File: src/rtl/alu_acc_ctrl_pkg.sv
// alu_acc_ctrl_pkg: opcode and FSM encodings shared by the accumulator
// controller, its command FIFO and the 4-bit ALU select lines.
package alu_acc_ctrl_pkg;

  localparam int OP_W = 3;

  // Values 000..101 double as the ALU select encoding.
  typedef enum logic [OP_W-1:0] {
    OP_ADD  = 3'b000,
    OP_SUB  = 3'b001,
    OP_AND  = 3'b010,
    OP_OR   = 3'b011,
    OP_XOR  = 3'b100,
    OP_NOT  = 3'b101,
    OP_LOAD = 3'b110,
    OP_ILL  = 3'b111
  } op_e;

  typedef enum logic [1:0] {
    IDLE = 2'd0,
    EXEC = 2'd1,
    RESP = 2'd2
  } state_e;

endpackage

File: src/rtl/alu_acc_ctrl_if.sv
// alu_acc_ctrl_if: command (valid/ready) and response (valid/ready) bundle.
// master = command source / response sink, slave = the controller.
interface alu_acc_ctrl_if #(
  parameter int WIDTH = 4
);

  logic             cmd_valid;
  logic             cmd_ready;
  logic [2:0]       cmd_op;
  logic [WIDTH-1:0] cmd_operand;

  logic             res_valid;
  logic             res_ready;
  logic [WIDTH-1:0] res_data;
  logic             res_carry;
  logic             res_zero;
  logic             res_neg;
  logic             res_err;

  modport master (
    output cmd_valid, cmd_op, cmd_operand, res_ready,
    input  cmd_ready, res_valid, res_data,
    input  res_carry, res_zero, res_neg, res_err
  );

  modport slave (
    input  cmd_valid, cmd_op, cmd_operand, res_ready,
    output cmd_ready, res_valid, res_data,
    output res_carry, res_zero, res_neg, res_err
  );

endinterface

File: src/rtl/alu_cmd_fifo.sv
// alu_cmd_fifo: synchronous FIFO, DW-bit words, DEPTH entries (power of 2).
// Ports: clk, rst (async high), push/wdata, pop/rdata, full, empty.
module alu_cmd_fifo #(
  parameter int DW    = 7,
  parameter int DEPTH = 2
) (
  input  logic          clk,
  input  logic          rst,
  input  logic          push,
  input  logic [DW-1:0] wdata,
  input  logic          pop,
  output logic [DW-1:0] rdata,
  output logic          full,
  output logic          empty
);

  localparam int AW = (DEPTH > 1) ? $clog2(DEPTH) : 1;

  logic [DW-1:0] mem [DEPTH];
  logic [AW-1:0] wr_ptr;
  logic [AW-1:0] rd_ptr;
  logic [AW:0]   count;
  logic          do_push;
  logic          do_pop;

  assign full    = (count == (AW+1)'(DEPTH));
  assign empty   = (count == '0);
  assign do_push = push && !full;
  assign do_pop  = pop && !empty;
  assign rdata   = mem[rd_ptr];

  always_ff @(posedge clk) begin
    if (do_push) mem[wr_ptr] <= wdata;
  end

  // Pointers are AW bits wide, so +1 wraps modulo DEPTH.
  always_ff @(posedge clk or posedge rst) begin
    if (rst) begin
      wr_ptr <= '0;
      rd_ptr <= '0;
      count  <= '0;
    end else begin
      if (do_push) wr_ptr <= wr_ptr + 1'b1;
      if (do_pop)  rd_ptr <= rd_ptr + 1'b1;
      unique case ({do_push, do_pop})
        2'b10:   count <= count + 1'b1;
        2'b01:   count <= count - 1'b1;
        default: count <= count;
      endcase
    end
  end

endmodule

File: src/rtl/alu_acc_ctrl.sv
// alu_acc_ctrl: queues (op, operand) commands, runs them through the
// external ALU against the accumulator and returns result + flags.
// Ports: clk, rst (async high), bus (cmd/res handshakes),
// alu_a/alu_b/alu_sel to the ALU, alu_out/alu_carry from it.
// Option: define ALU_ACC_CTRL_SAT_EN for unsigned-saturating ADD.
module alu_acc_ctrl #(
  parameter int WIDTH      = 4,
  parameter int FIFO_DEPTH = 2
) (
  input  logic             clk,
  input  logic             rst,
  alu_acc_ctrl_if.slave    bus,
  output logic [WIDTH-1:0] alu_a,
  output logic [WIDTH-1:0] alu_b,
  output logic [2:0]       alu_sel,
  input  logic [WIDTH-1:0] alu_out,
  input  logic             alu_carry
);

  import alu_acc_ctrl_pkg::*;

  localparam int DW = OP_W + WIDTH;

  state_e           state;
  op_e              op_q;
  logic [WIDTH-1:0] opnd_q;
  logic [WIDTH-1:0] acc;
  logic             carry_q;

  logic [DW-1:0]    f_rdata;
  logic             f_full;
  logic             f_empty;
  logic             f_pop;
  op_e              f_op;
  logic [WIDTH-1:0] f_opnd;

  logic [WIDTH-1:0] nxt_acc;
  logic             nxt_carry;
  logic             nxt_err;

  assign bus.cmd_ready = !f_full;
  assign f_pop         = (state == IDLE) && !f_empty;
  assign f_op          = op_e'(f_rdata[DW-1 -: OP_W]);
  assign f_opnd        = f_rdata[WIDTH-1:0];

  alu_cmd_fifo #(
    .DW    (DW),
    .DEPTH (FIFO_DEPTH)
  ) u_fifo (
    .clk   (clk),
    .rst   (rst),
    .push  (bus.cmd_valid),
    .wdata ({bus.cmd_op, bus.cmd_operand}),
    .pop   (f_pop),
    .rdata (f_rdata),
    .full  (f_full),
    .empty (f_empty)
  );

  always_comb begin
    nxt_acc   = acc;
    nxt_carry = carry_q;
    nxt_err   = 1'b0;
    unique case (op_q)
      OP_ADD: begin
        nxt_carry = alu_carry;
`ifdef ALU_ACC_CTRL_SAT_EN
        nxt_acc   = alu_carry ? '1 : alu_out;
`else
        nxt_acc   = alu_out;
`endif
      end
      OP_SUB: begin
        nxt_acc   = alu_out;
        nxt_carry = alu_carry;
      end
      OP_AND, OP_OR, OP_XOR, OP_NOT: begin
        nxt_acc   = alu_out;
        nxt_carry = 1'b0;
      end
      OP_LOAD: begin
        nxt_acc   = opnd_q;
        nxt_carry = 1'b0;
      end
      OP_ILL: begin
        nxt_err = 1'b1;
      end
    endcase
  end

  always_ff @(posedge clk or posedge rst) begin
    if (rst) begin
      state         <= IDLE;
      op_q          <= OP_ADD;
      opnd_q        <= '0;
      acc           <= '0;
      carry_q       <= 1'b0;
      alu_a         <= '0;
      alu_b         <= '0;
      alu_sel       <= '0;
      bus.res_valid <= 1'b0;
      bus.res_data  <= '0;
      bus.res_carry <= 1'b0;
      bus.res_zero  <= 1'b0;
      bus.res_neg   <= 1'b0;
      bus.res_err   <= 1'b0;
    end else begin
      unique case (state)
        IDLE: begin
          if (!f_empty) begin
            alu_a  <= acc;
            alu_b  <= f_opnd;
            // LOAD and illegal never use the ALU; park it on ADD.
            alu_sel <= (f_op == OP_LOAD || f_op == OP_ILL)
                       ? 3'(OP_ADD) : 3'(f_op);
            op_q   <= f_op;
            opnd_q <= f_opnd;
            state  <= EXEC;
          end
        end
        EXEC: begin
          acc           <= nxt_acc;
          carry_q       <= nxt_carry;
          bus.res_data  <= nxt_acc;
          bus.res_carry <= nxt_carry;
          bus.res_zero  <= (nxt_acc == '0);
          bus.res_neg   <= nxt_acc[WIDTH-1];
          bus.res_err   <= nxt_err;
          bus.res_valid <= 1'b1;
          state         <= RESP;
        end
        RESP: begin
          if (bus.res_ready) begin
            bus.res_valid <= 1'b0;
            state         <= IDLE;
          end
        end
        default: state <= IDLE;
      endcase
    end
  end

endmodule

File: src/flat_wrapper.sv
// flat-port wrapper written by rule: the top's interface ports become plain ports
module alu_acc_ctrl_flat import alu_acc_ctrl_pkg::*;
#(
  parameter int WIDTH      = 4,
  parameter int FIFO_DEPTH = 2
)
  (clk, rst, alu_a, alu_b, alu_sel, alu_out, alu_carry, bus_cmd_valid, bus_cmd_op, bus_cmd_operand, bus_res_ready, bus_cmd_ready, bus_res_valid, bus_res_data, bus_res_carry, bus_res_zero, bus_res_neg, bus_res_err);
  alu_acc_ctrl_if #(.WIDTH(WIDTH)) bus_i ();
  input  logic clk;
  input  logic rst;
  output logic [WIDTH-1:0] alu_a;
  output logic [WIDTH-1:0] alu_b;
  output logic [2:0] alu_sel;
  input  logic [WIDTH-1:0] alu_out;
  input  logic alu_carry;
  input wire logic [$bits(bus_i.cmd_valid)-1:0] bus_cmd_valid;
  input wire logic [$bits(bus_i.cmd_op)-1:0] bus_cmd_op;
  input wire logic [$bits(bus_i.cmd_operand)-1:0] bus_cmd_operand;
  input wire logic [$bits(bus_i.res_ready)-1:0] bus_res_ready;
  output wire logic [$bits(bus_i.cmd_ready)-1:0] bus_cmd_ready;
  output wire logic [$bits(bus_i.res_valid)-1:0] bus_res_valid;
  output wire logic [$bits(bus_i.res_data)-1:0] bus_res_data;
  output wire logic [$bits(bus_i.res_carry)-1:0] bus_res_carry;
  output wire logic [$bits(bus_i.res_zero)-1:0] bus_res_zero;
  output wire logic [$bits(bus_i.res_neg)-1:0] bus_res_neg;
  output wire logic [$bits(bus_i.res_err)-1:0] bus_res_err;
  assign bus_i.cmd_valid = bus_cmd_valid;
  assign bus_i.cmd_op = bus_cmd_op;
  assign bus_i.cmd_operand = bus_cmd_operand;
  assign bus_i.res_ready = bus_res_ready;
  assign bus_cmd_ready = bus_i.cmd_ready;
  assign bus_res_valid = bus_i.res_valid;
  assign bus_res_data = bus_i.res_data;
  assign bus_res_carry = bus_i.res_carry;
  assign bus_res_zero = bus_i.res_zero;
  assign bus_res_neg = bus_i.res_neg;
  assign bus_res_err = bus_i.res_err;
  alu_acc_ctrl #(.WIDTH(WIDTH), .FIFO_DEPTH(FIFO_DEPTH)) u_core (.clk(clk), .rst(rst), .bus(bus_i), .alu_a(alu_a), .alu_b(alu_b), .alu_sel(alu_sel), .alu_out(alu_out), .alu_carry(alu_carry));
endmodule
File: config.mk
export PLATFORM = sky130hd
export DESIGN_NAME = alu_acc_ctrl_flat
export DESIGN_NICKNAME = d
export VERILOG_FILES = /design/src/rtl/alu_acc_ctrl_pkg.sv /design/src/rtl/alu_acc_ctrl_if.sv /design/src/rtl/alu_cmd_fifo.sv /design/src/rtl/alu_acc_ctrl.sv /design/src/flat_wrapper.sv
export SDC_FILE = /design/constraint.sdc
export NUM_CORES = 1
export LEC_CHECK = 0
export ABC_AREA = 1
export BUFFER_PORTS_ARGS = -buffer_cell sky130_fd_sc_hd__buf_2
export CORE_ASPECT_RATIO = 1.1
export CORE_MARGIN = 3
export CORE_UTILIZATION = 54
export DETAILED_ROUTE_END_ITERATION = 12
export PLACE_DENSITY_LB_ADDON = 0.1
export SYNTH_ARGS = -nofsm -noshare
export SYNTH_HDL_FRONTEND = slang
export SYNTH_HIERARCHICAL = 1
export SYNTH_SLANG_ARGS = --single-unit
File: constraint.sdc
create_clock -name clk -period 2.4 [get_ports clk]
set_clock_uncertainty 0.05 [all_clocks]
set_input_delay 0.36 -clock clk [delete_from_list [all_inputs] [get_ports clk]]
set_output_delay 0.36 -clock clk [all_outputs]
set_load 0.02 [all_outputs]
======== Word-level counts from Yosys, hierarchy flattened ========
Memory sizes are Yosys's and may differ from the RTL's.
Cells that the tools add are included.
storage, ports and cells
  register bits ........................... 29
  memory bits (writable) .................. 14
  bits of input ports ..................... 16
  output and inout bits ................... 21
  word-level logic and storage cells ...... 68
  memories ................................ 1
memory list
  memory             words  width  read ports  clocked after Yosys merged registers in  wr ports  RTL line            source
  u_core.u_fifo.mem  2      7      1           0                                        1         alu_cmd_fifo.sv:19  logic [DW-1:0] mem [DEPTH];
operators by class
  add/subtract/negate cells ............... 4
  equal/unequal tests ..................... 16
  muxes and demuxes ....................... 12
  bitwise gates (word level) .............. 1
  reduce and logical (&&, ||, !) cells .... 20
operators with widths
  cell                                                  number
  equality test 3 bit (second input constant)           6
  case mux 4 bit (2 select lines)                       1
  AND reduction 2 bit                                   4
  equality test 2 bit (second input constant)           3
  equality test 3 x 2 -> 1 bit (second input constant)  2
  case mux 2 bit (3 select lines)                       1
  nonzero test 2 bit                                    3
  OR reduction 6 bit                                    1
  OR reduction 5 bit                                    1
  equality test 2 x 1 -> 1 bit (second input constant)  2
  logical NOT 2 bit                                     2
  logical NOT 4 bit                                     1
  2-to-1 mux 1 bit                                      4
  2-to-1 mux 2 bit                                      2
  != test 2 bit (second input constant)                 2
  case mux 1 bit (2 select lines)                       2
  case mux 2 bit (2 select lines)                       1
  equality test 3 x 1 -> 1 bit (second input constant)  1
  logical AND 1 bit                                     3
  logical NOT 3 bit                                     1
  2-to-1 mux 3 bit                                      1
  adder 1 bit (second input constant)                   2
  adder 2 x 1 -> 2 bit (second input constant)          1
  logical NOT 1 bit                                     2
  other kinds (4)                                       4

======== Depth between registers and ports, before layout ========
Gate-level depths: netlist (run 1).
  word-level depth ........................ 6
  mapped depth ............................ 13
  depth with buffers taken out ............ 12

======== Hierarchy ========
Netlist (run 1), hierarchy kept.
modules (own cells, without submodules)
  module        times used  cells each  area each (um2)  seq. area each (um2)
  alu_acc_ctrl  1           120         1,132.3          600.6
  alu_cmd_fifo  1           69          759.5            520.5

======== Worst setup path after synthesis (run 1) ========
OpenSTA, ideal clock, no wires.
  path kind ............................... flip-flop to flip-flop
  from .................................... register u_core.u_fifo.count[0]
  to ...................................... register u_core.u_fifo.count[1]
  setup time .............................. 0.117 ns
  arrival time ............................ 1.542 ns
  data required time ...................... 2.233 ns
  path slack .............................. 0.691 ns
  stages on the path, launching flop included .. 13
  path buffers ............................ 1
  clock period less this slack ............ 1.709 ns
  path through ............................ dfrtp_1 > inv_2 > nand2_2 > inv_1 > nor2_8 > buf_6 > nand2_2 > inv_1 > ha_1 > inv_1 > nand3_1 > nand2_1 > nand2_1
between the ends
  cells in the longest elaborated chain, start to end .. 6
  elaborated cells between the ends (all ways) .. 13
  classes of those cells .................. add/sub (2); eq/ne (3); mux (1); reduce/logical (7)
ends and longest elaborated chain
  element                                                                RTL line            source
  start: declaration                                                     alu_cmd_fifo.sv:22  logic [AW:0] count;
  start signal: assignment                                               alu_cmd_fifo.sv:46  2'b10: count <= count + 1'b1;
  start signal: assignment                                               alu_cmd_fifo.sv:47  2'b01: count <= count - 1'b1;
  start signal: assignment                                               alu_cmd_fifo.sv:48  default: count <= count;
  logical NOT 2 bit *                                                    alu_cmd_fifo.sv:27  assign empty = (count == '0);
  net u_core.f_empty                                                     alu_acc_ctrl.sv:32  logic f_empty;
  logical NOT 1 bit *                                                    alu_acc_ctrl.sv:42  assign f_pop = (state == IDLE) && !f_empty;
  logical AND 1 bit *                                                    alu_acc_ctrl.sv:42
  net u_core.f_pop                                                       alu_acc_ctrl.sv:33  logic f_pop;
  logical AND 1 bit *                                                    alu_cmd_fifo.sv:29  assign do_pop = pop && !empty;
  net u_core.u_fifo.do_pop                                               alu_cmd_fifo.sv:24  logic do_pop;
  equality test 2 x 1 -> 1 bit or equality test 2 bit (tied branches)    alu_cmd_fifo.sv:45  unique case ({do_push, do_pop})
  case mux 2 bit (2 select lines) or nonzero test 2 bit (tied branches)  -
Mark *: on every way through the listed nets, which the timed path passes. The rest lies on a longest branch.
A chain may end at the register's enable or synchronous reset.

======== Worst setup path in the final report (run 1) ========
  from .................................... register u_core.u_fifo.count[0]
  to ...................................... register u_core.u_fifo.count[1]
between the ends
  cells in the longest elaborated chain, start to end .. 6
  elaborated cells between the ends (all ways) .. 13
  classes of those cells .................. add/sub (2); eq/ne (3); mux (1); reduce/logical (7)
ends and longest elaborated chain
  element                                                                RTL line
  logical NOT 2 bit *                                                    alu_cmd_fifo.sv:27
  net u_core.f_empty                                                     alu_acc_ctrl.sv:32
  logical NOT 1 bit *                                                    alu_cmd_fifo.sv:29, alu_acc_ctrl.sv:42
  logical AND 1 bit                                                      alu_acc_ctrl.sv:42
  logical AND 1 bit *                                                    alu_cmd_fifo.sv:29
  net u_core.u_fifo.do_pop                                               alu_cmd_fifo.sv:24
  equality test 2 x 1 -> 1 bit or equality test 2 bit (tied branches)    alu_cmd_fifo.sv:45
  case mux 2 bit (2 select lines) or nonzero test 2 bit (tied branches)  -
Marked as above.

==> results by group, run 1 <==
Status
  – Run status: finished, final reports clean

Final layout
  – Layout fillers: 280
  – Final #Nets: 244
  – Layout cells sized above 1: 29.8%
  – Area grow syn2layout: 14.2%
  – Antenna cells: 0
  – Final Util: around two thirds

Pwr
  – Clock power share: ~15%
  – Max IR drop VDD: 876 uV
  – Static Leak: 0.00107 uW
  – Register share of total power: 41.8%
  – Power per Cell Area: ~1400 mW/mm^2
  – Switching power: between 1000 and 1500 uW
  – Switching share of power: 43.9%
  – Pint: roughly 1700 uW
  – Combinational fraction of design power: between 40% and 50%

Detailed routing
  – WL final: around 3000 um
  – Antenna viol nets, final: 0
  – DRC violations left: 0
  – Routed len/inst: between 10 and 15 um
  – Via count: 1339
  – 1st-iter DRT viols: 36
  – First-pass iteration count of the detailed router: 4
  – Vias per cell: 4.89

STA
  – Slew margin rel.: 41.1%
  – Final Critical Period: around 1.8 ns
  – Final Hold Fails: 0
  – TNS Setup: 0 ns
  – Tcrit/Tclk final: 76.1%
  – Achievable Freq: 548 MHz
  – Slew Viols, Final: 0
  – RSZ-0062 raised after global routing: no
  – Final setup violation count: 0
  – Worst slew pin tran: 0.882 ns

Critical path
  – CP Class: register to register
  – Crit path required time: around 2.6 ns
  – Critical R2R Launch: u_core/u_fifo/count[0]
  – Worst Reg2Reg Path Length in Cells: 11
  – Startpoint Class: register
  – Max FO, Critical Path: 15
  – RR Endpoint: u_core/u_fifo/count[1]
  – Worst EP arrival: 2.02 ns
  – Worst Setup End Kind: register
  – Flop-to-flop setup slack: around 0.57 ns

Worst hold path
  – Worst min-delay path category: primary input to register
  – WHS Endpoint: u_core/u_fifo/mem[1][4]
  – Hold Path Depth: 1
  – Hold path startpoint: bus_cmd_op[0]

Die
  – Core region area: 0.00321 sq mm
  – IO Pins: 37
  – Height of the chip: slightly below 70 um
  – Initial Util: 59.0%
  – # rows: 21
  – Die Wd: ~62 um
  – Die area: 0.00425 sq mm

CTS
  – Clk buf depth: 2
  – Root buffer cell: clkbuf_4
  – Post-CTS setup repair buffer count: 0
  – Number of H-tree levels: 2
  – Worst-skew pair later-pin latency: 0.35 ns
  – TritonCTS clock tree: done
  – Clock sinks: 42
  – Number of CTS-inserted buffers: 5
  – CTS clk-pin slew, worst paths: 0.12 ns

Global route
  – First-pass GRT wire length: 5310 um
  – Initial antenna violation count: 0
  – Pin count of the biggest net entering global routing: 25
  – Number of global-route vias before repair: 1258
  – GR Overflow Total: 0
  – Global Route Usage Sum: 16.4%

Yosys
  – Top post-synthesis cells by area: dfrtp_1 37%, edfxtp_1 22%, nand2_1 11%
  – Synthesized flop and latch total: 42
  – Post-synthesis sequential area ratio: 59.3%
  – Syn avg cell area: 10.0 sq um
  – Syn. warnings: 6
  – Synth Cell Area: approximately 0.0019 sq mm
  – Post-Syn Instances: 189
  – Netlist cell types: 25
  – Post-synth top area cell: dfrtp_1
  – Syn_nets: 206
  – Top-area cell type share of the netlist area: 37.0%

Place
  – GP Congestion: ~0.83
  – Number of buffers added on ports: 36
  – Detail Placement HPWL: around 2400 um

Run
  – Maxcap violations: 0
-- metrics by stage --
| step | cells | hold slack [ns] | total power, uW | area (sq um) | worst slack (ns) |
|---|---|---|---|---|---|
| floorplan | 189 | 0.0761 | 2340 | 1890 | 0.691 |
| global placement | 265 | 0.208 | 2540 | 2070 | 0.723 |
| detailed placement | 265 | 0.215 | 2600 | 2070 | 0.590 |
| CTS | 274 | 0.114 | 3050 | 2160 | 0.568 |
| global route | 274 | 0.0960 | 3260 | 2160 | 0.449 |
| finish | 274 | 0.136 | 3020 | 2160 | 0.574 |
-- worst max-delay path: stages, from the launching register on --
cell and delay [ns]:
dfrtp_1 0.48, inv_2 0.07, nand2_2 0.09, inv_1 0.11, nor2_8 0.25, nand2_2 0.09, inv_1 0.06, ha_1 0.25
inv_1 0.09, nand3_1 0.08, nand2_1 0.06, nand2_1 0.05
-- layout by cell type (no fill, tap or decap) --
cell type and n:
nor2_2 3, o21ai_1 12, nand2_1 54, bufinv_16 1, xnor2_1 1, clkinv_2 1
dfrtp_1 28, inv_1 23, nand2_2 3, inv_4 1, o21ai_0 6, o21ai_2 5
dlygate4sd3_1 1, nand3b_1 1, inv_6 1, nand3_1 7, nand2_8 1, ha_1 1
nor2_8 1, o21a_1 2, nand3_2 2, nor2_1 3, edfxtp_1 14, a21oi_4 1
nand2_4 1, clkbuf_4 5, nand4_1 7, inv_2 6, buf_2 36
-- cell type report --
| class | count | area [sq um] | share of cell area (%) |
|---|---|---|---|
| repair buffers | 37 | 190 | 8.80 |
| clock buffers | 5 | 37.5 | 1.74 |
| multi-input cells | 111 | 596 | 27.6 |
| flip-flops and latches | 42 | 1120 | 51.9 |
| inverters | 30 | 115 | 5.33 |
| clock inverters | 3 | 43.8 | 2.03 |
| well taps | 46 | 57.6 | 2.66 |
-- worst max-delay path by stage --
stage,start,end,slack [ns],depth (start not counted)
2_1_floorplan,u_core/u_fifo/count[0],u_core/u_fifo/count[1],0.69,12
3_3_place_gp,u_core/u_fifo/count[0],u_core/u_fifo/count[1],0.72,11
3_5_place_dp,u_core/u_fifo/count[0],u_core/u_fifo/count[1],0.59,11
4_1_cts,u_core/u_fifo/count[0],u_core/u_fifo/count[1],0.57,11
5_1_grt,u_core/u_fifo/count[0],u_core/u_fifo/count[1],0.45,11
6_report,u_core/u_fifo/count[0],u_core/u_fifo/count[1],0.57,11
-- per-layer routing --
layer	global-route usage [%]	wire, um
met5	0	0
met4	7.44	55
met3	5.42	192
met2	30.8	1630
met1	17.0	1190
-- kinds of logic after synthesis --
logic type | count (synthesis) | synth area share [%]
buffers and inverters | 36 | 9.26
DFF | 42 | 59.3
and+or+nand+nor | 83 | 21.6
adders and majority gates | 1 | 0.661
xor gates and xnor gates | 1 | 0.463
AOI/OAI and AO/OA | 26 | 8.73
-- cells in the mapped netlist (all sizes together) --
| master | n |
|---|---|
| nand2 | 59 |
| inv | 30 |
| dfrtp | 28 |
| o21ai | 23 |
| edfxtp | 14 |
| nand3 | 9 |
| nand4 | 7 |
| nor2 | 7 |
| buf | 6 |
| o21a | 2 |
| a21oi | 1 |
| ha | 1 |
| nand3b | 1 |
| xnor2 | 1 |
-- power by group through the flow --
stage                     combinational [uW]  clock, uW  sequential (uW)
after global routing                    1460        500             1300
after floorplan                          959          0             1380
after global placement                  1280          0             1270
final                                   1310        448             1260
after detailed placement                1320          0             1280
after CTS                               1320        465             1260
-- what timing repair did --
action	in CTS	in global routing
hold buffers	1	0
gates resized for setup	0	0
hold endpoints to repair	4	0
-- state kept, by name (all words and copies together), names as in the netlist, 2 cells and up --
register	cells
u_core/alu_sel	3
u_core/alu_a	4
u_core/state	2
u_core/u_fifo/mem	14
u_core/op_q	3
u_core/opnd_q	4
u_core/acc	3
u_core/u_fifo/count	2
No activity file was read; power rests on OpenSTA's default activity.
==> inputs of run 2 (changes only) <==
Settings changed: CORE_UTILIZATION 54 to 49.
Clock period 2.4 ns to 1.5 ns, I/O delays scaled along.
==> results by group, run 2 (synthesis gave the netlist of run 1 again) <==
Die
  – # rows: 23 (+9.5%)
  – Height of the chip: 71.2 um (+4.5%)
  – IO Pins: 37 (unchanged)
  – Die area: 0.00464 sq mm (+9.3%)
  – Initial Util: 51.4% (-7.7 points)
  – Die Wd: 65.2 um (+4.5%)
  – Core region area: 0.00368 sq mm (+15%)

CTS
  – CTS clk-pin slew, worst paths: 0.08 ns (-0.04 ns)
  – Post-CTS setup repair buffer count: 0 (unchanged)
  – TritonCTS clock tree: done
  – Worst-skew pair later-pin latency: 0.29 ns (-0.06 ns)
  – Clk buf depth: 2 (unchanged)
  – Number of H-tree levels: 2 (unchanged)
  – Number of CTS-inserted buffers: 5 (unchanged)
  – Root buffer cell: clkbuf_8
  – Clock sinks: 42 (unchanged)

Pwr
  – Pint: 2950 uW (+74%)
  – Total Power: 5140 uW (+71%)
  – Switching power: 2200 uW (+66%)
  – Combinational fraction of design power: 44.1% (+0.8 points)
  – Switching share of power: 42.7% (-1.2 points)
  – Static Leak: 0.00109 uW (+2.2%)
  – Clock power share: 16.9% (+2.0 points)
  – Power per Cell Area: 2290 mW/mm^2 (+64%)
  – Register share of total power: 39.0% (-2.8 points)
  – Max IR drop VDD: 1200 uV (+36%)

Final layout
  – Final Instance Area: 0.00224 sq mm (+3.9%)
  – Largest registers: u_core/u_fifo/mem: 14 flops, u_core/alu_a: 4 flops, u_core/opnd_q: 4 flops
  – Top reg by flops: u_core/u_fifo/mem
  – Cell Count, Final, Fillers Out: 282 (+2.9%)
  – Most common cell after layout, fill and taps aside: nand2_1
  – Final #Nets: 248 (+1.6%)
  – Most frequent cells in the layout: 54 x nand2_1, 36 x buf_2, 28 x dfrtp_1
  – Final Util: 60.9% (-6.5 points)
  – Layout cells sized above 1: 32.8% (+2.9 points)
  – Antenna cells: 0 (unchanged)
  – Max reg flops: 14 (unchanged)
  – Area grow syn2layout: 18.7%

Critical path
  – Startpoint Class: register
  – Crit path required time: 1.22 ns (-1.38 ns)
  – Max FO, Critical Path: 4 (-11)
  – Worst EP arrival: 1.18 ns (-0.84 ns)
  – Worst Setup End Kind: output pin
  – CP Class: register to output pin

Detailed routing
  – 1st-iter DRT viols: 70 (+94%)
  – Via count: 1343 (+0.30%)
  – Antenna viol nets, final: 0 (unchanged)
  – First-pass iteration count of the detailed router: 4 (unchanged)
  – Routed len/inst: 11.9 um (+6.3%)
  – WL final: 3360 um (+9.4%)
  – DRC violations left: 0 (unchanged)
  – Vias per cell: 4.76 (-2.5%)

STA
  – Slew margin rel.: 71.3% (+30 points)
  – Tcrit/Tclk final: between 90 and 100%
  – Final setup violation count: 0 (unchanged)
  – Worst slew pin tran: 0.430 ns (-0.452 ns)
  – Final Hold Fails: 0 (unchanged)
  – RSZ-0062 raised after global routing: no
  – Achievable Freq: roughly 700 MHz
  – Slew Viols, Final: 0 (unchanged)
  – Final Critical Period: 1.45 ns
  – TNS Setup: 0 ns (unchanged)

Place
  – Number of buffers added on ports: 36 (unchanged)
  – Placement Cell Area: 0.00212 sq mm (+2.7%)
  – GP Congestion: 0.776 (-6.1%)
  – Placed cells: 273 (+3.0%)
  – Detail Placement HPWL: 2610 um (+11%)

Global route
  – Global Route Usage Sum: 16.7% (+0.27 points)
  – Initial antenna violation count: 0 (unchanged)
  – Pin count of the biggest net entering global routing: 25 (unchanged)
  – GR Overflow Total: 0 (unchanged)
  – First-pass GRT wire length: 5910 um (+11%)
  – Number of global-route vias before repair: 1352 (+7.5%)

Status
  – Run status: finished, final reports clean

Run
  – Maxcap violations: 0 (unchanged)

Worst hold path
  – Worst min-delay path category: primary input to register
## run 2: final cells by class
type / instances / area [sq um]
fillers: 358 / 1440
inverters: 30 / 118
clock buffers: 6 / 72.6
clock inverters: 2 / 37.5
repair buffers: 41 / 220
flip-flops and latches: 42 / 1120
well taps: 50 / 62.6
multi-input cells: 111 / 613
## run 2: worst max-delay path, stage by stage (launching register included)
cell and delay (ns):
dfrtp_1 0.40, buf_4 0.16, nor2_2 0.13, inv_1 0.04, buf_2 0.15
## run 2: worst paths after layout
check / slack [ns] / from / to / depth (start not counted)
setup reg to reg: 0.08 / u_core/u_fifo/count[0] / u_core/u_fifo/count[1] / 7
max in group asynchronous: 0.70 / rst / u_core/op_q[1] / 4
hold reg to reg: 0.42 / u_core/alu_a[3] / u_core/alu_a[3] / 2
setup / recovery: 0.05 / u_core/u_fifo/count[0] / bus_cmd_ready / 4
min in group asynchronous: 0.31 / rst / u_core/u_fifo/count[0] / 3
hold / removal: 0.07 / bus_cmd_op[1] / u_core/u_fifo/mem[0][5] / 1
## run 2: routing by layer
| metal | part of all wire [%] | GRT usage [%] |
|---|---|---|
| met2 | 53 | 28.9 |
| met1 | 41 | 18.7 |
| met3 | 4.9 | 4.92 |
| met4 | 2.0 | 7.83 |
| met5 | 0 | 0 |
## run 2: timing repair
item,in CTS,in global routing
resized for setup,0,1
hold buffers,1,0
endpoints found under the hold margin,28,0
setup endpoints to repair,0,1
## run 2: power groups by stage
stage / Sequential, uW / Combinational (uW) / Clock (uW)
after floorplan: 2200 / 1610 / 0
after global placement: 2020 / 2230 / 0
after detailed placement: 2030 / 2310 / 0
after CTS: 2010 / 2320 / 900
after global routing: 2070 / 2530 / 959
final: 2010 / 2270 / 869
## run 2: stage by stage
stage | hold slack [ns] | setup WS (ns)
floorplan | -0.0589 | -0.0290
global placement | 0.0733 | 0.0950
detailed placement | 0.0766 | 0.0343
CTS | 0.0626 | 0.0187
global route | 0.0481 | 0.00292
finish | 0.0729 | 0.0493
==> inputs of run 3 (changes only) <==
Settings changed: CORE_UTILIZATION 49 to 48, PLACE_DENSITY_LB_ADDON 0.1 to 0.05, SYNTH_HIERARCHICAL 1 to unset.
==> results by group, run 3 <==
Critical path
  – Crit path required time: 1.68 ns (+0.46 ns)
  – Worst Setup End Kind: register
  – Startpoint Class: register
  – Worst Reg2Reg Path Length in Cells: 7 (unchanged)
  – CP Class: register to register
  – Worst EP arrival: 1.60 ns (+0.42 ns)
  – Max FO, Critical Path: 3 (-1)

Global route
  – First-pass GRT wire length: 5440 um (-8.1%)
  – Global Route Usage Sum: 15.6% (-1.0 points)
  – Pin count of the biggest net entering global routing: 29 (+16%)
  – Number of global-route vias before repair: 1280 (-5.3%)
  – Initial antenna violation count: 0 (unchanged)
  – GR Overflow Total: 0 (unchanged)

Yosys
  – Synth Cell Area: 0.00175 sq mm (-7.5%)
  – Post-synthesis mux area share: 0% (unchanged)
  – Netlist cell types: 24 (-4.0%)
  – Post-synthesis sequential area ratio: 64.0% (+4.8 points)
  – Syn. warnings: 0 (-6)
  – Post-synth top area cell: dfrtp_1
  – Async SR Flop Fraction: 66.7% (unchanged)
  – Syn_nets: 188 (-8.7%)
  – Top-count cell post-synth: nand2_1
  – Post-synth top flop: dfrtp_1
  – Xor and xnor fraction of the mapped netlist area: 1.50% (+1.0 points)
  – Syn avg cell area: 10.2 sq um (+2.3%)
  – EDFF count, synth: 14 (unchanged)
  – Top post-synthesis cells by area: dfrtp_1 40%, edfxtp_1 24%, nand2_1 9.9%
  – Post-synthesis compound-gate area fraction: 9.72% (+0.99 points)
  – Synthesized flop and latch total: 42 (unchanged)
  – Simple-gate area share of the yosys netlist: 17.8% (-3.8 points)
  – Post-Syn Instances: 171 (-9.5%)
  – Adder-Cell Fraction of Synth Area: 0.715% (+0.053 points)
  – Top-area cell type share of the netlist area: 40.0% (+3.0 points)
  – Largest family of logic cells by synthesized area: simple AND/OR/NAND/NOR gates
  – Synth top cells by count: 46 x nand2_1, 28 x dfrtp_1, 16 x nor2_1

CTS
  – Root buffer cell: clkbuf_4
  – Clk buf depth: 2 (unchanged)
  – Clock sinks: 42 (unchanged)
  – Worst-skew pair later-pin latency: 0.34 ns (+0.05 ns)
  – Number of CTS-inserted buffers: 5 (unchanged)
  – TritonCTS clock tree: done
  – CTS clk-pin slew, worst paths: 0.11 ns (+0.03 ns)
  – Number of H-tree levels: 2 (unchanged)

Detailed routing
  – First-pass iteration count of the detailed router: 4 (unchanged)
  – 1st-iter DRT viols: 45 (-36%)
  – Via count: 1284 (-4.4%)
  – Antenna viol nets, final: 0 (unchanged)
  – Routed len/inst: 12.1 um (+1.6%)
  – DRC violations left: 0 (unchanged)
  – Vias per cell: 4.74 (-0.51%)
  – WL final: 3280 um (-2.3%)

Die
  – Die area: 0.00441 sq mm (-5.1%)
  – IO Pins: 37 (unchanged)
  – Height of the chip: 69.3 um (-2.6%)
  – Initial Util: 51.3% (-0.076 points)
  – Core region area: 0.00341 sq mm (-7.3%)
  – # rows: 22 (-4.3%)
  – Die Wd: 63.6 um (-2.6%)

Status
  – Run status: finished, final reports clean

Worst hold path
  – Worst min-delay path category: primary input to register
  – Hold Path Depth: 1 (unchanged)

STA
  – Min Hold Slack: 0.0195 ns (-0.0534 ns)
  – Worst slew pin tran: 0.384 ns (-0.0458 ns)
  – Final setup violation count: 0 (unchanged)
  – Slew margin rel.: 74.4% (+3.0 points)
  – Final Critical Period: 1.43 ns (-0.0244 ns)
  – Achievable Freq: 701 MHz (+1.7%)
  – Tcrit/Tclk final: 95.1% (-1.6 points)
  – Slew Viols, Final: 0 (unchanged)
  – Final Hold Fails: 0 (unchanged)

Place
  – Detail Placement HPWL: 2350 um (-10%)
  – GP Congestion: 0.977 (+26%)
  – Number of buffers added on ports: 36 (unchanged)

Pwr
  – Max IR drop VDD: 1140 uV (-4.8%)
  – Static Leak: 0.00101 uW (-7.3%)
  – Total Power: 4780 uW (-7.1%)
  – Power per Cell Area: 2240 mW/mm^2 (-2.3%)

Final layout
  – Max reg flops: 14 (unchanged)
  – Layout cells sized above 1: 30.5% (-2.3 points)
  – Top reg by flops: u_core.u_fifo.mem
  – Most frequent cells in the layout: 44 x nand2_1, 36 x buf_2, 28 x dfrtp_1
  – Area grow syn2layout: 21.9%
  – Antenna cells: 0 (unchanged)
  – Final #Nets: 239 (-3.6%)
  – Most common cell after layout, fill and taps aside: nand2_1
  – Largest registers: u_core.u_fifo.mem: 14 flops, u_core.alu_a: 4 flops, u_core.alu_b: 4 flops

Run
  – Maxcap violations: 0 (unchanged)
## run 3: changes by cell type after synthesis, moves of 5 or more
cell,delta
nand2_1,-8
nor2_1,+13
nand4_1,-5
o21ai_1,-9
inv_1,-8
a21oi_1,+5
## run 3: critical path, stage by stage, from the launching register on
cell     delay (ns)
dfrtp_1        0.41
inv_2          0.10
nand2_2        0.10
nand2_4        0.12
ha_4           0.22
a21oi_2        0.10
o21ai_1        0.08
xor2_1         0.14
## run 3: worst paths after layout
check / startpoint / endpoint / slack (ns)
setup reg to reg: u_core.u_fifo.count[0] / u_core.u_fifo.count[1] / 0.07
max in group asynchronous: rst / u_core.alu_b[1] / 0.69
min in group asynchronous: rst / u_core.state[0] / 0.45
setup / recovery: u_core.u_fifo.count[0] / u_core.u_fifo.count[1] / 0.07
hold / removal: bus_cmd_operand[3] / u_core.u_fifo.mem[0][3] / 0.02
hold reg to reg: u_core.alu_a[0] / u_core.alu_a[0] / 0.44
## run 3: power breakdown
| group | switching [uW] | internal (uW) | total (uW) |
|---|---|---|---|
| Combinational | 1460 | 849 | 2310 |
| Sequential | 288 | 1670 | 1950 |
| Clock | 341 | 177 | 517 |
| Total | 2090 | 2690 | 4780 |
## run 3: cell type report
type	count	area, sq um
clock buffers	6	41.3
clock inverters	2	8.76
fillers	310	1280
inverters	19	71.3
multi-input cells	106	552
flip-flops and latches	42	1120
well taps	48	60.1
repair buffers	48	280
## run 3: logic make-up (layout without fill, tap and decap cells)
kind of cell,after synthesis,count (layout)
flip-flops,42,42
XOR/XNOR,3,3
AO/OA/AOI/OAI,27,27
AND/OR/NAND/NOR,75,75
buffers and inverters,23,75
adder cells (fa/ha/maj),1,1
## run 3: layer usage
layer  routed length (um)  up-vias  track usage, %  part of all wire [%]
li1                     -      663               -                     -
met1                 1410      579            17.8                    43
met2                 1640       35            27.3                    50
met3                  184        7            4.86                   5.6
met4                   50        0            5.76                   1.5
met5                    0        -               0                     0
## run 3: through the flow
stage / setup TNS [ns] / worst slack [ns] / util (%) / cell area (sq um) / cells
final: 0 / 0.0737 / 62.5 / 2130 / 271
after global routing: -0.00247 / -0.00247 / 62.5 / 2130 / 271
after CTS: 0 / 0.0419 / 61.2 / 2090 / 267
after detailed placement: -0.00995 / -0.00995 / 59.1 / 2020 / 257
after global placement: 0 / 0.0795 / 59.1 / 2020 / 257
after floorplan: -0.0958 / -0.0958 / - / 1770 / 171
## run 3: repair_timing
action,4_1_cts,5_1_grt
endpoints found under the setup margin,1,2
resized for setup,1,3
endpoints found under the hold margin,30,4
setup buffers,0,2
pin swaps,0,1
hold buffers,2,2
